<file path="src/rtl/uart_imem_loader.sv">
// uart_imem_loader: receives a length-prefixed, big-endian word stream from a
// UART byte receiver and writes it into instruction memory while holding the
// CPU in reset.
// Optional feature: define LOADER_TIMEOUT_EN to abort a session into ERR when
// TIMEOUT_CYCLES clocks pass without a received byte while busy.
`timescale 1ns/1ps

module uart_imem_loader #(
  parameter int ROM_SIZE       = 256,
  parameter int TIMEOUT_CYCLES = 1000000
) (
  input  logic        clk,
  input  logic        reset_n,
  input  logic        load_start,
  input  logic        rx_valid,
  input  logic [7:0]  rx_data,
  output logic        wr_en,
  output logic [30:0] wr_addr,
  output logic [31:0] wr_data,
  output logic        cpu_hold,
  output logic        busy,
  output logic        done,
  output logic        err
);

  typedef enum logic [2:0] {
    S_IDLE, S_LEN_HI, S_LEN_LO, S_DATA, S_DONE, S_ERR
  } state_t;

  localparam logic [16:0] LP_ROM = 17'(ROM_SIZE);

  state_t      r_state, w_state_nxt;
  logic [15:0] r_count;
  logic [31:0] r_asm;
  logic [1:0]  r_bcnt;
  logic [28:0] r_word_idx;
  logic        r_wr_en;
  logic [30:0] r_wr_addr;
  logic [31:0] r_wr_data;

  logic [15:0] w_len;
  logic        w_len_big;
  logic [31:0] w_asm_nxt;
  logic        w_last_wr;
  logic        w_accept;
  logic        w_start;
  logic        w_busy;
  logic        w_timeout;

  assign w_len     = {r_count[15:8], rx_data};
  assign w_len_big = {1'b0, w_len} > LP_ROM;
  assign w_asm_nxt = {r_asm[23:0], rx_data};
  // word_idx is bumped together with the write latch, so during the write
  // pulse of the final word it already equals the word count.
  assign w_last_wr = r_wr_en && (r_word_idx == {13'd0, r_count});
  // A byte arriving during the final write pulse belongs to no word; drop it.
  assign w_accept  = (r_state == S_DATA) && rx_valid && !w_last_wr;
  assign w_start   = load_start && (r_state == S_IDLE || r_state == S_ERR);
  assign w_busy    = (r_state == S_LEN_HI) || (r_state == S_LEN_LO) ||
                     (r_state == S_DATA);

`ifdef LOADER_TIMEOUT_EN
  localparam int                LP_TW   = $clog2(TIMEOUT_CYCLES + 1);
  localparam logic [LP_TW-1:0]  LP_TLIM = LP_TW'(TIMEOUT_CYCLES - 1);
  logic [LP_TW-1:0] r_idle_cnt;

  // Idle clock counter: cleared by any byte and whenever no session is busy.
  always_ff @(posedge clk or negedge reset_n) begin
    if (!reset_n)                          r_idle_cnt <= '0;
    else if (!w_busy || rx_valid)          r_idle_cnt <= '0;
    else                                   r_idle_cnt <= r_idle_cnt + 1'b1;
  end

  assign w_timeout = w_busy && !rx_valid && (r_idle_cnt == LP_TLIM);
`else
  assign w_timeout = 1'b0;
`endif

  // State register.
  always_ff @(posedge clk or negedge reset_n) begin
    if (!reset_n) r_state <= S_IDLE;
    else          r_state <= w_state_nxt;
  end

  // Next-state logic.
  always_comb begin
    w_state_nxt = r_state;
    case (r_state)
      S_IDLE:   if (load_start) w_state_nxt = S_LEN_HI;
      S_LEN_HI: if (rx_valid)   w_state_nxt = S_LEN_LO;
      S_LEN_LO: if (rx_valid) begin
                  if (w_len == 16'd0)  w_state_nxt = S_DONE;
                  else if (w_len_big)  w_state_nxt = S_ERR;
                  else                 w_state_nxt = S_DATA;
                end
      S_DATA:   if (w_last_wr)  w_state_nxt = S_DONE;
      S_DONE:   w_state_nxt = S_IDLE;
      S_ERR:    if (load_start) w_state_nxt = S_LEN_HI;
      default:  w_state_nxt = S_IDLE;
    endcase
    if (w_timeout && !w_last_wr) w_state_nxt = S_ERR;
  end

  // Datapath: length capture, word assembly and the registered write port.
  always_ff @(posedge clk or negedge reset_n) begin
    if (!reset_n) begin
      r_count    <= '0;
      r_asm      <= '0;
      r_bcnt     <= '0;
      r_word_idx <= '0;
      r_wr_en    <= 1'b0;
      r_wr_addr  <= '0;
      r_wr_data  <= '0;
    end else begin
      r_wr_en <= 1'b0;
      if (w_start) begin
        r_count    <= '0;
        r_asm      <= '0;
        r_bcnt     <= '0;
        r_word_idx <= '0;
      end
      if (r_state == S_LEN_HI && rx_valid) r_count[15:8] <= rx_data;
      if (r_state == S_LEN_LO && rx_valid) r_count[7:0]  <= rx_data;
      if (w_accept) begin
        r_asm  <= w_asm_nxt;
        r_bcnt <= r_bcnt + 2'd1;
        if (r_bcnt == 2'd3) begin
          r_wr_en    <= 1'b1;
          r_wr_data  <= w_asm_nxt;
          r_wr_addr  <= {r_word_idx, 2'b00};
          r_word_idx <= r_word_idx + 29'd1;
        end
      end
    end
  end

  assign wr_en    = r_wr_en;
  assign wr_addr  = r_wr_addr;
  assign wr_data  = r_wr_data;
  assign busy     = w_busy;
  assign cpu_hold = w_busy || (r_state == S_ERR);
  assign done     = (r_state == S_DONE);
  assign err      = (r_state == S_ERR);

endmodule

</file>
<file path="config.mk">
export PLATFORM = sky130hd
export DESIGN_NAME = uart_imem_loader
export DESIGN_NICKNAME = d
export VERILOG_FILES = /design/src/rtl/uart_imem_loader.sv
export SDC_FILE = /design/constraint.sdc
export NUM_CORES = 1
export LEC_CHECK = 0
export ABC_CLOCK_PERIOD_IN_PS = 3300
export CAP_MARGIN = 20
export CORE_ASPECT_RATIO = 0.7
export CORE_MARGIN = 2
export CORE_UTILIZATION = 40
export DETAILED_ROUTE_END_ITERATION = 8
export GPL_ROUTABILITY_DRIVEN = 0
export PLACE_DENSITY_LB_ADDON = 0.08
export SLEW_MARGIN = 15
export SYNTH_ARGS = -nofsm -noshare
export SYNTH_HDL_FRONTEND = slang
export SYNTH_SLANG_ARGS = --single-unit
</file>
<file path="constraint.sdc">
create_clock -name clk -period 3.3 [get_ports clk]
set_input_delay 0.66 -clock clk [delete_from_list [all_inputs] [get_ports clk]]
set_output_delay 0.66 -clock clk [all_outputs]
set_load 0.02 [all_outputs]
</file>
==> flow_summary_export.csv, run 1 <==
group,metric,value,unit
layout,final_area,7680,sq um
synthesis,synth-seq-cells,136,
setup_path,crit_slowest_cell,"or4_4",
synthesis,synth-main-ff-cell,"dfrtp_1",
synthesis,ys_warn_count,0,
drt,antenna_left,0,
layout,drive_above_1_share,17.1,%
die,start_util,41.2,%
sta,period_minus_slack,2.83,ns
drt,avgRoutedWirePerCell,17.2,microns
setup_path,critical_path.endpoint_type,"flip-flop",
sta,fin_skew,0.00558,ns
job,max-cap-violations,0,
layout,nFillCells,1316,
global_routing,met2_usage,26.6,%
sta,hold_violations,0,
synthesis,ys_seq_area_share,56.0,%
synthesis,synth_cell_types,49,
global_routing,grt_pass1_wl,23.9,mm
drt,vias_per_cell,5.28,
layout,final_util,52.0,%
synthesis,synth_edf_count,0,
drt,drc,0,
power_and_ir_drop,p_int,0.00365,W
drt,finalWirelength,14.2,mm
layout,fin_nets,631,
placed_design,dpl_cell_area,7030,sq um
setup_path,criticalPathCategory,"flip-flop to flip-flop",
power_and_ir_drop,power.leakage,3.63,nW
die,die_h,107,microns
setup_path,crit_arrival,3.12,ns
power_and_ir_drop,power_frac_clock,39.9,%
setup_path,cp.required,3.59,ns
synthesis,syn_avg_cell_area,11.2,sq um
layout,area_delta_synth_final,26.2,%
setup_path,worstPathMaxFanout,33,
clocking,post_cts_resized,0,
clocking,cts_tree,"built",
sta,timing.final.crit_share,85.7,%
outcome,outcome,"finished clean",
setup_path,crit_family,"simple AND/OR/NAND/NOR gates",
power_and_ir_drop,seqPwrFrac,40.8,%
clocking,h-tree-depth,4,
clocking,ctsHoldBuffers,0,
clocking,clock_tree.root_cell,"clkbuf_16",
synthesis,async_reset_ff_share,100,%
sta,worst_slew_pin_slew,0.724,ns
sta,rsz0062_at_grt,"false",
drt,firstDrtPassIters,4,
power_and_ir_drop,p_per_area,675,nW/um^2
sta,tns,0,ns
sta,setup_viol,0,
clocking,cts.sinks,136,
power_and_ir_drop,switching_power,0.00154,W
die,core-area,14800,sq um
setup_path,crit_chain,"nor4_1 -> nand4_1 -> or4_4 -> o211ai_4 -> buf_4 -> mux2_2",
clocking,cts_buffer_depth,2,
synthesis,syn-cell-area,6080,sq um
die,io_pins,80,
setup_path,start_kind,"flip-flop",
drt,drt_iter0_drc,260,
clocking,cts_inserted_buffers,17,
setup_path,crit_cells,6,
layout,diodes,0,
setup_path,cpPeakStageDelay,0.63,ns
die,dieWidth,151,microns
hold_path,hp-class,"input pin to async pin",
drt,num_vias,4359,
placed_design,numPortBuffers,77,
global_routing,track_usage,19.3,%
clocking,post_cts_buffers,0,
power_and_ir_drop,swShare,29.6,%
die,row_count,37,
global_routing,grt_use_met1,29.6,%
setup_path,critPathBufInv,1,
clocking,clock_latency,0.41,ns
synthesis,synthCells,542,
global_routing,grt_pass1_vias,4444,
global_routing,grt_busiest_layer,"met1",
global_routing,grt_overflow,0,
placed_design,hpwl,9.79,mm
sta,drv_slew,0,
global_routing,grt_max_degree,67,
clocking,clk_pin_slew,0.06,ns
setup_path,ff2ff_path_depth,6,
sta,relSlewSlack,51.4,%
sta,setup_ws,0.472,ns
placed_design,pre_cts_slack,0.487,ns
sta,max_freq,354,MHz
global_routing,antenna_found_initial,0,
power_and_ir_drop,worst_ir_drop_vdd,0.354,mV
die,die_area,16200,sq um
global_routing,grt_util_met3,4.43,%
power_and_ir_drop,share_comb_of_total_power,19.4,%
-- cells by family (layout without fill, tap and decap cells) --
| logic type | count (synthesis) | in the layout | share of synthesized area [%] |
|---|---|---|---|
| AO/OA/AOI/OAI | 70 | 70 | 7.24 |
| XOR/XNOR | 18 | 18 | 2.59 |
| adder cells (fa/ha/maj) | 2 | 2 | 0.411 |
| buffers and inverters | 42 | 129 | 3.87 |
| flip-flops | 136 | 136 | 56.0 |
| multiplexers | 79 | 79 | 14.3 |
| other | 1 | 2 | 0.0617 |
| AND/OR/NAND/NOR | 194 | 194 | 15.6 |
-- sequential cells by signal (all words and copies together), names as in the netlist --
signal,cells
wr_addr,29
wr_data,32
r_asm,24
r_state,3
r_count,16
r_word_idx,29
r_bcnt,2
wr_en,1
-- per-layer routing --
metal | vias to the layer above | part of all wire, %
met5 | - | 0
met1 | 2169 | 52
met3 | 11 | 5.3
met2 | 114 | 42
met4 | 0 | 0.65
li1 | 2065 | -
-- final timing paths --
check	slack [ns]	endpoint	from
worst max-delay path	0.47	wr_addr[27]	r_word_idx[22]
worst min-delay path	0.24	r_asm[0]	reset_n
worst max register to register	0.47	wr_addr[27]	r_word_idx[22]
worst min register to register	0.48	wr_addr[18]	wr_addr[18]
max in group asynchronous	2.24	wr_addr[22]	reset_n
min in group clk	0.48	wr_addr[18]	wr_addr[18]
-- power groups by stage --
stage	clock network (W)	registers, W	logic, W
6_report	0.00207	0.00211	0.00100
5_1_grt	0.00220	0.00215	0.00114
4_1_cts	0.00211	0.00211	0.00102
3_5_place_dp	0	0.00214	0.00101
3_3_place_gp	0	0.00213	0.000997
2_1_floorplan	0	0.00207	0.000689
-- synth_stat cells, types with 2 or more instances --
cell type  count  area (sq um)
dfrtp_1      136          3400
nand2_1       97           364
mux2_2        53           597
o21ai_0       38           190
nand3_1       31           155
clkbuf_1      20          75.1
mux2i_1       16           160
nand4_1       16           100
xor2_1        15           131
nor4_1        11          68.8
mux2_1        10           113
nor2_1         9          33.8
a22o_1         8          70.1
buf_6          8          90.1
inv_1          6          22.5
nor3_1         6          30.0
a21oi_1        5          25.0
and3_1         5          31.3
and2_1         4          25.0
buf_4          4          30.0
o31ai_1        4          30.0
o211ai_1       3          22.5
xnor2_1        3          26.3
a41oi_1        2          17.5
and3b_1        2          17.5
and4_1         2          17.5
buf_1          2          7.51
buf_2          2          10.0
ha_1           2          25.0
nor2b_1        2          12.5
nor3b_1        2          15.0
-- stage by stage --
step | hold WS (ns) | total power, W | cells
2_1_floorplan | 0.364 | 0.00276 | 543
3_3_place_gp | 0.470 | 0.00313 | 793
3_5_place_dp | 0.476 | 0.00315 | 793
4_1_cts | 0.252 | 0.00523 | 825
5_1_grt | 0.277 | 0.00548 | 825
6_report | 0.239 | 0.00518 | 825
-- placed cells by master (no fill, tap or decap), drive strengths merged, types with 2 or more instances in the layout --
cell	instances
ha	2
and2	4
a41oi	2
dfrtp	136
mux2i	16
nand3	31
mux2	63
and4	3
nor3	6
and3b	2
nor2	9
nor3b	2
bufinv	5
nor4	11
clkinv	3
nor2b	2
or4	2
nand4	16
buf	15
xor2	15
o21ai	38
o31ai	4
a22o	8
clkdlybuf4s50	76
clkinvlp	4
clkbuf	20
xnor2	3
a21oi	6
nand2	97
inv	6
and3	5
o211ai	4
conb	2
-- area by class of cell --
cell class	instances	area, sq um	area share (%)
Tap cell	195	244	3.18
Timing Repair Buffer	91	890	11.6
Clock buffer	20	447	5.82
Multi-Input combinational cell	365	2470	32.2
Clock inverter	12	199	2.59
Inverter	6	22.5	0.293
Sequential cell	136	3400	44.3
Note: power is estimated with default switching activity, not from simulation.
==> inputs of run 2 (changes only) <==
--- a/config.mk
+++ b/config.mk
@@ -10,6 +10,7 @@
 export CORE_ASPECT_RATIO = 0.7
 export CORE_MARGIN = 2
 export CORE_UTILIZATION = 40
+export CTS_BUF_LIST = sky130_fd_sc_hd__clkbuf_4 sky130_fd_sc_hd__clkbuf_8
 export DETAILED_ROUTE_END_ITERATION = 8
 export GPL_ROUTABILITY_DRIVEN = 0
 export PLACE_DENSITY_LB_ADDON = 0.08
==> run 2 against run 1 <==
Fmax up 0.49%; via count about the same; sequential cell count did not move; largest cell class unchanged; hold slack got worse by 0.028 ns; largest power group unchanged; sequential power about the same; combinational power about the same; non-clock buffer count unchanged; clock power decreased by 24%; routed wire length fell by 0.82%; sequential share of layout area is 1.1 points higher; first-iteration DRC count is 7.3% lower; final cell count unchanged; highest routed layer unchanged.
==> flow_summary_export.csv, run 2 (synthesis results as in run 1) <==
group,metric,value,unit
power_and_ir_drop,worst_ir_drop_vdd,0.355,mV
power_and_ir_drop,p_per_area,626,nW/um^2
clocking,clock_tree.root_cell,"clkbuf_8",
sta,fin_skew,0.0143,ns
clocking,h-tree-depth,4,
drt,avgRoutedWirePerCell,17.0,microns
layout,final_cell_mix,"dfrtp_1, nand2_1, clkdlybuf4s50_1",
layout,final_common_cell,"dfrtp_1",
clocking,clk_pin_slew,0.08,ns
sta,period_minus_slack,2.81,ns
die,io_pins,80,
clocking,post_cts_buffers,0,
setup_path,crit_family,"simple AND/OR/NAND/NOR gates",
sta,tns,0,ns
hold_path,hp-class,"input pin to async pin",
clocking,cts_buffer_depth,2,
sta,max_freq,355,MHz
die,dieWidth,151,microns
clocking,cts_inserted_buffers,17,
setup_path,crit_chain,"nor4_1 -> nand4_1 -> or4_4 -> o211ai_4 -> buf_4 -> mux2_2",
sta,timing.final.crit_share,85.3,%
global_routing,antenna_found_initial,0,
sta,rsz0062_at_grt,"false",
die,die_area,16200,sq um
drt,drc,0,
drt,antenna_left,0,
power_and_ir_drop,total_power,0.00469,W
die,die_h,107,microns
global_routing,track_usage,19.0,%
layout,diodes,0,
die,row_count,37,
layout,nFillCells,1336,
global_routing,grt_pass1_vias,4385,
sta,worst_slew_pin_slew,0.712,ns
sta,relSlewSlack,52.2,%
clocking,post_cts_resized,0,
drt,firstDrtPassIters,4,
setup_path,crit_slowest_cell,"or4_4",
layout,fin_nets,631,
setup_path,critical_path.endpoint_type,"flip-flop",
setup_path,cp.required,3.61,ns
clocking,cts.sinks,136,
drt,num_vias,4356,
job,max-cap-violations,0,
clocking,cts_tree,"built",
layout,drive_above_1_share,17.5,%
global_routing,grt_max_degree,67,
layout,largest_reg_flops,32,
drt,finalWirelength,14.0,mm
setup_path,cpPeakStageDelay,0.62,ns
setup_path,crit_arrival,3.13,ns
drt,vias_per_cell,5.28,
placed_design,numPortBuffers,77,
placed_design,placed_cells,793,
drt,drt_iter0_drc,241,
setup_path,worstPathMaxFanout,33,
die,core-area,14800,sq um
placed_design,hpwl,9.79,mm
sta,drv_slew,0,
sta,setup_viol,0,
setup_path,start_kind,"flip-flop",
die,start_util,41.2,%
global_routing,grt_overflow,0,
layout,area_delta_synth_final,23.2,%
outcome,outcome,"finished clean",
setup_path,critPathBufInv,1,
power_and_ir_drop,power.leakage,3.55,nW
global_routing,grt_pass1_wl,23.7,mm
layout,fin_cells,825,
clocking,ctsHoldBuffers,0,
setup_path,criticalPathCategory,"flip-flop to flip-flop",
clocking,clock_latency,0.44,ns
sta,hold_violations,0,
[run 2: cell counts in the layout (fill, tap and decap cells not counted)]
No cell type changed its count.
[run 2: per-layer routing]
layer | track usage, % | routed length [microns] | vias to the layer above
met5 | 0 | 0 | -
met4 | 5.87 | 85 | 0
met3 | 4.17 | 787 | 8
met2 | 26.6 | 5980 | 130
met1 | 29.3 | 7190 | 2150
li1 | - | - | 2068
[run 2: where the power goes]
part	leakage [nW]	switching [W]	internal, W
sequential	1.88	0.000229	0.00188
clock	0.222	0.000641	0.000935
combinational	1.45	0.000600	0.000404
[run 2: final cells by class]
cell class | count | area, sq um | area share (%)
Sequential cell | 136 | 3400 | 45.4
Multi-Input combinational cell | 365 | 2470 | 33.0
Clock inverter | 12 | 199 | 2.66
Timing Repair Buffer | 91 | 890 | 11.9
Tap cell | 195 | 244 | 3.26
Inverter | 6 | 22.5 | 0.301
Clock buffer | 20 | 263 | 3.51
[run 2: path summary, 6_finish.rpt]
path / startpoint / endpoint / slack [ns] / cells after the start
worst min register to register: wr_addr[18] / wr_addr[18] / 0.49 / 2
max in group asynchronous: reset_n / wr_addr[26] / 2.28 / 2
worst max register to register: r_word_idx[22] / wr_addr[28] / 0.49 / 6
min in group clk: wr_addr[18] / wr_addr[18] / 0.49 / 2
worst min-delay path: reset_n / r_asm[8] / 0.21 / 1
worst max-delay path: r_word_idx[22] / wr_addr[28] / 0.49 / 6
[run 2: per-stage QoR]
stage               setup slack, ns  area, sq um  hold WS [ns]  util, %
floorplan                     0.916         6080         0.364        -
global placement              0.572         7030         0.470     47.6
detailed placement            0.487         7030         0.476     47.6
CTS                           0.484         7490         0.216     50.7
global route                  0.338         7490         0.239     50.7
finish                        0.486         7490         0.211     50.7
[run 2: worst reg2reg max path: stages (launching register included)]
cell and delay (ns):
dfrtp_1 0.43, nor4_1 0.36, nand4_1 0.22, or4_4 0.63, o211ai_4 0.24, buf_4 0.43
mux2_2 0.40
==> inputs of run 3 (changes only) <==
--- a/config.mk
+++ b/config.mk
@@ -5,6 +5,7 @@
 export SDC_FILE = /design/constraint.sdc
 export NUM_CORES = 1
 export LEC_CHECK = 0
+export ABC_AREA = 1
 export ABC_CLOCK_PERIOD_IN_PS = 3300
 export CAP_MARGIN = 20
 export CORE_ASPECT_RATIO = 0.7
==> run 3 against run 2 <==
Die area grew 19%; sequential cell count unchanged; final area is 15% higher; global-route usage up 4.3 points; register-to-register slack gained 0.40 ns; critical path type is now flip-flop to output port.
==> flow_summary_export.csv, run 3 <==
group,metric,value,unit
setup_path,criticalPathCategory,"flip-flop to output port",
setup_path,start_kind,"flip-flop",
global_routing,antenna_found_initial,0,
drt,drt_iter0_drc,695,
clocking,clk_pin_slew,0.09,ns
setup_path,critical_path.endpoint_type,"output port",
clocking,post_cts_buffers,0,
placed_design,hpwl,14.5,mm
clocking,ctsHoldBuffers,0,
sta,setup_viol,0,
synthesis,ys_seq_area_share,46.7,%
setup_path,cp.required,2.64,ns
layout,fin_nets,1080,
synthesis,yosys-top-cells-area,"dfrtp_1, nand2_1, nand3_1, nand4_1, nor2_1",
setup_path,crit_family,"buffers and inverters",
drt,vias_per_cell,5.12,
job,max-cap-violations,0,
drt,drc,0,
setup_path,reg2reg_to,"wr_addr[26]",
placed_design,numPortBuffers,77,
synthesis,syn-cell-area,7280,sq um
layout,final_area,8590,sq um
power_and_ir_drop,total_power,0.00450,W
layout,regArea,3400,sq um
sta,timing.final.crit_share,76.3,%
drt,antenna_left,0,
outcome,outcome,"finished clean",
layout,final_common_cell,"nand2_1",
clocking,cts_tree,"built",
clocking,post_cts_resized,0,
sta,rsz0062_at_grt,"false",
layout,diodes,0,
setup_path,cpPeakStageDelay,0.60,ns
layout,largest_reg_flops,32,
synthesis,async_reset_ff_share,100,%
setup_path,critPathBufInv,3,
synthesis,yosysMostFrequentCell,"nand2_1",
setup_path,crit_arrival,1.86,ns
clocking,cts_buffer_depth,2,
placed_design,dpl_cell_area,8190,sq um
synthesis,synth_edf_count,0,
drt,firstDrtPassIters,5,
sta,hold_violations,0,
die,dieWidth,165,microns
setup_path,crit_chain,"inv_1 -> nor2_1 -> inv_1 -> nand2_1 -> clkdlybuf4s50_1",
layout,multi_input_area,3310,sq um
setup_path,rrSetupSlack,0.89,ns
global_routing,grt_max_degree,65,
power_and_ir_drop,worst_ir_drop_vdd,0.426,mV
global_routing,grt_pass1_wl,34.6,mm
global_routing,grt_overflow,0,
synthesis,synthCells,1020,
power_and_ir_drop,power.leakage,4.39,nW
synthesis,synth_cell_types,28,
synthesis,synth_area_leader_cell,"dfrtp_1",
sta,fin_skew,0.0214,ns
die,start_util,40.7,%
sta,drv_slew,0,
global_routing,grt_pass1_vias,6339,
sta,period_minus_slack,2.52,ns
clocking,cts_inserted_buffers,17,
synthesis,synth_commonest_cells,"nand2_1, dfrtp_1, nand3_1",
synthesis,synth_top_area_share,46.7,%
synthesis,synth-seq-cells,136,
clocking,clock_latency,0.46,ns
synthesis,synth-main-ff-cell,"dfrtp_1",
sta,relSlewSlack,54.7,%
sta,hold_ws,0.177,ns
synthesis,ys_warn_count,0,
drt,avgRoutedWirePerCell,16.2,microns
setup_path,reg2reg_from,"r_word_idx[0]",
die,die_h,117,microns
layout,area_delta_synth_final,18.0,%
setup_path,worst_path_most_repeated_cell,"inv_1",
sta,tns,0,ns
die,die_area,19300,sq um
clocking,cts.sinks,136,
synthesis,syn_avg_cell_area,7.14,sq um
layout,nFillCells,1838,
sta,worst_slew_pin_slew,0.677,ns
die,core-area,17900,sq um
die,row_count,41,
layout,drive_above_1_share,5.38,%
layout,final_util,48.0,%
clocking,h-tree-depth,4,
die,io_pins,80,
sta,max_freq,397,MHz
setup_path,ff2ff_path_depth,10,
global_routing,track_usage,23.3,%
hold_path,hp-class,"input pin to async pin",
drt,num_vias,6735,
clocking,clock_tree.root_cell,"clkbuf_8",
setup_path,crit_slowest_cell,"clkdlybuf4s50_1",
layout,final_cell_mix,"nand2_1, dfrtp_1, nand3_1",
setup_path,worstPathMaxFanout,4,
power_and_ir_drop,p_per_area,523,nW/um^2
drt,finalWirelength,21.3,mm
run 3: changes by cell type after synthesis, moves of 15 or more:
cell and delta:
buf_2 +24, nand3_1 +65, nand2_1 +347, mux2_2 -53
o21ai_0 -29, nand4_1 +53, inv_1 +60, mux2i_1 -16
o22ai_1 +15, nor2_1 +72
run 3: power breakdown:
| part | total [W] | switching, W | leakage, nW | internal [W] |
|---|---|---|---|---|
| registers | 0.00193 | 0.000113 | 1.88 | 0.00182 |
| clock network | 0.00144 | 0.000748 | 0.197 | 0.000688 |
| logic | 0.00113 | 0.000785 | 2.31 | 0.000345 |
| total | 0.00450 | 0.00165 | 4.39 | 0.00285 |
run 3: area by class of cell:
type	instances	share of cell area, %
sequential	136	39.6
multi-input combinational	751	38.5
timing repair buffer	90	10.7
tap	236	3.44
inverter	70	3.06
clock buffer	17	2.72
clock inverter	15	1.98
run 3: cell families (layout without fill, tap and decap cells):
family	count (synthesis)	after routing	synth area share [%]
xor+xnor	5	5	0.601
buf+inv	134	192	8.13
simple gates	709	709	41.6
fa+ha+maj	2	2	0.344
flops	136	136	46.7
compound gates	33	33	2.54
other cells	1	2	0.0515
run 3: per-layer routing:
metal | up-vias | routed length (microns) | GRT usage, %
met3 | 14 | 1220 | 4.23
li1 | 3378 | - | -
met4 | 0 | 229 | 5.91
met1 | 3161 | 11800 | 38.5
met5 | - | 0 | 0
met2 | 182 | 8070 | 30.5
run 3: how the worst max path moves through the flow:
stage / from / end / slack, ns / depth (start not counted)
2_1_floorplan: rx_valid / wr_addr[22] / 1.54 / 6
3_3_place_gp: rx_valid / wr_addr[12] / 0.80 / 5
3_5_place_dp: rx_valid / wr_data[6] / 0.72 / 6
4_1_cts: r_state[1] / cpu_hold / 0.76 / 5
5_1_grt: r_word_idx[2] / wr_addr[10] / 0.65 / 10
6_report: r_state[1] / cpu_hold / 0.78 / 5
run 3: stage by stage:
stage	cells	worst slack, ns
finish	1315	0.782
global route	1315	0.650
CTS	1315	0.765
detailed placement	1283	0.721
global placement	1283	0.796
floorplan	1021	1.54
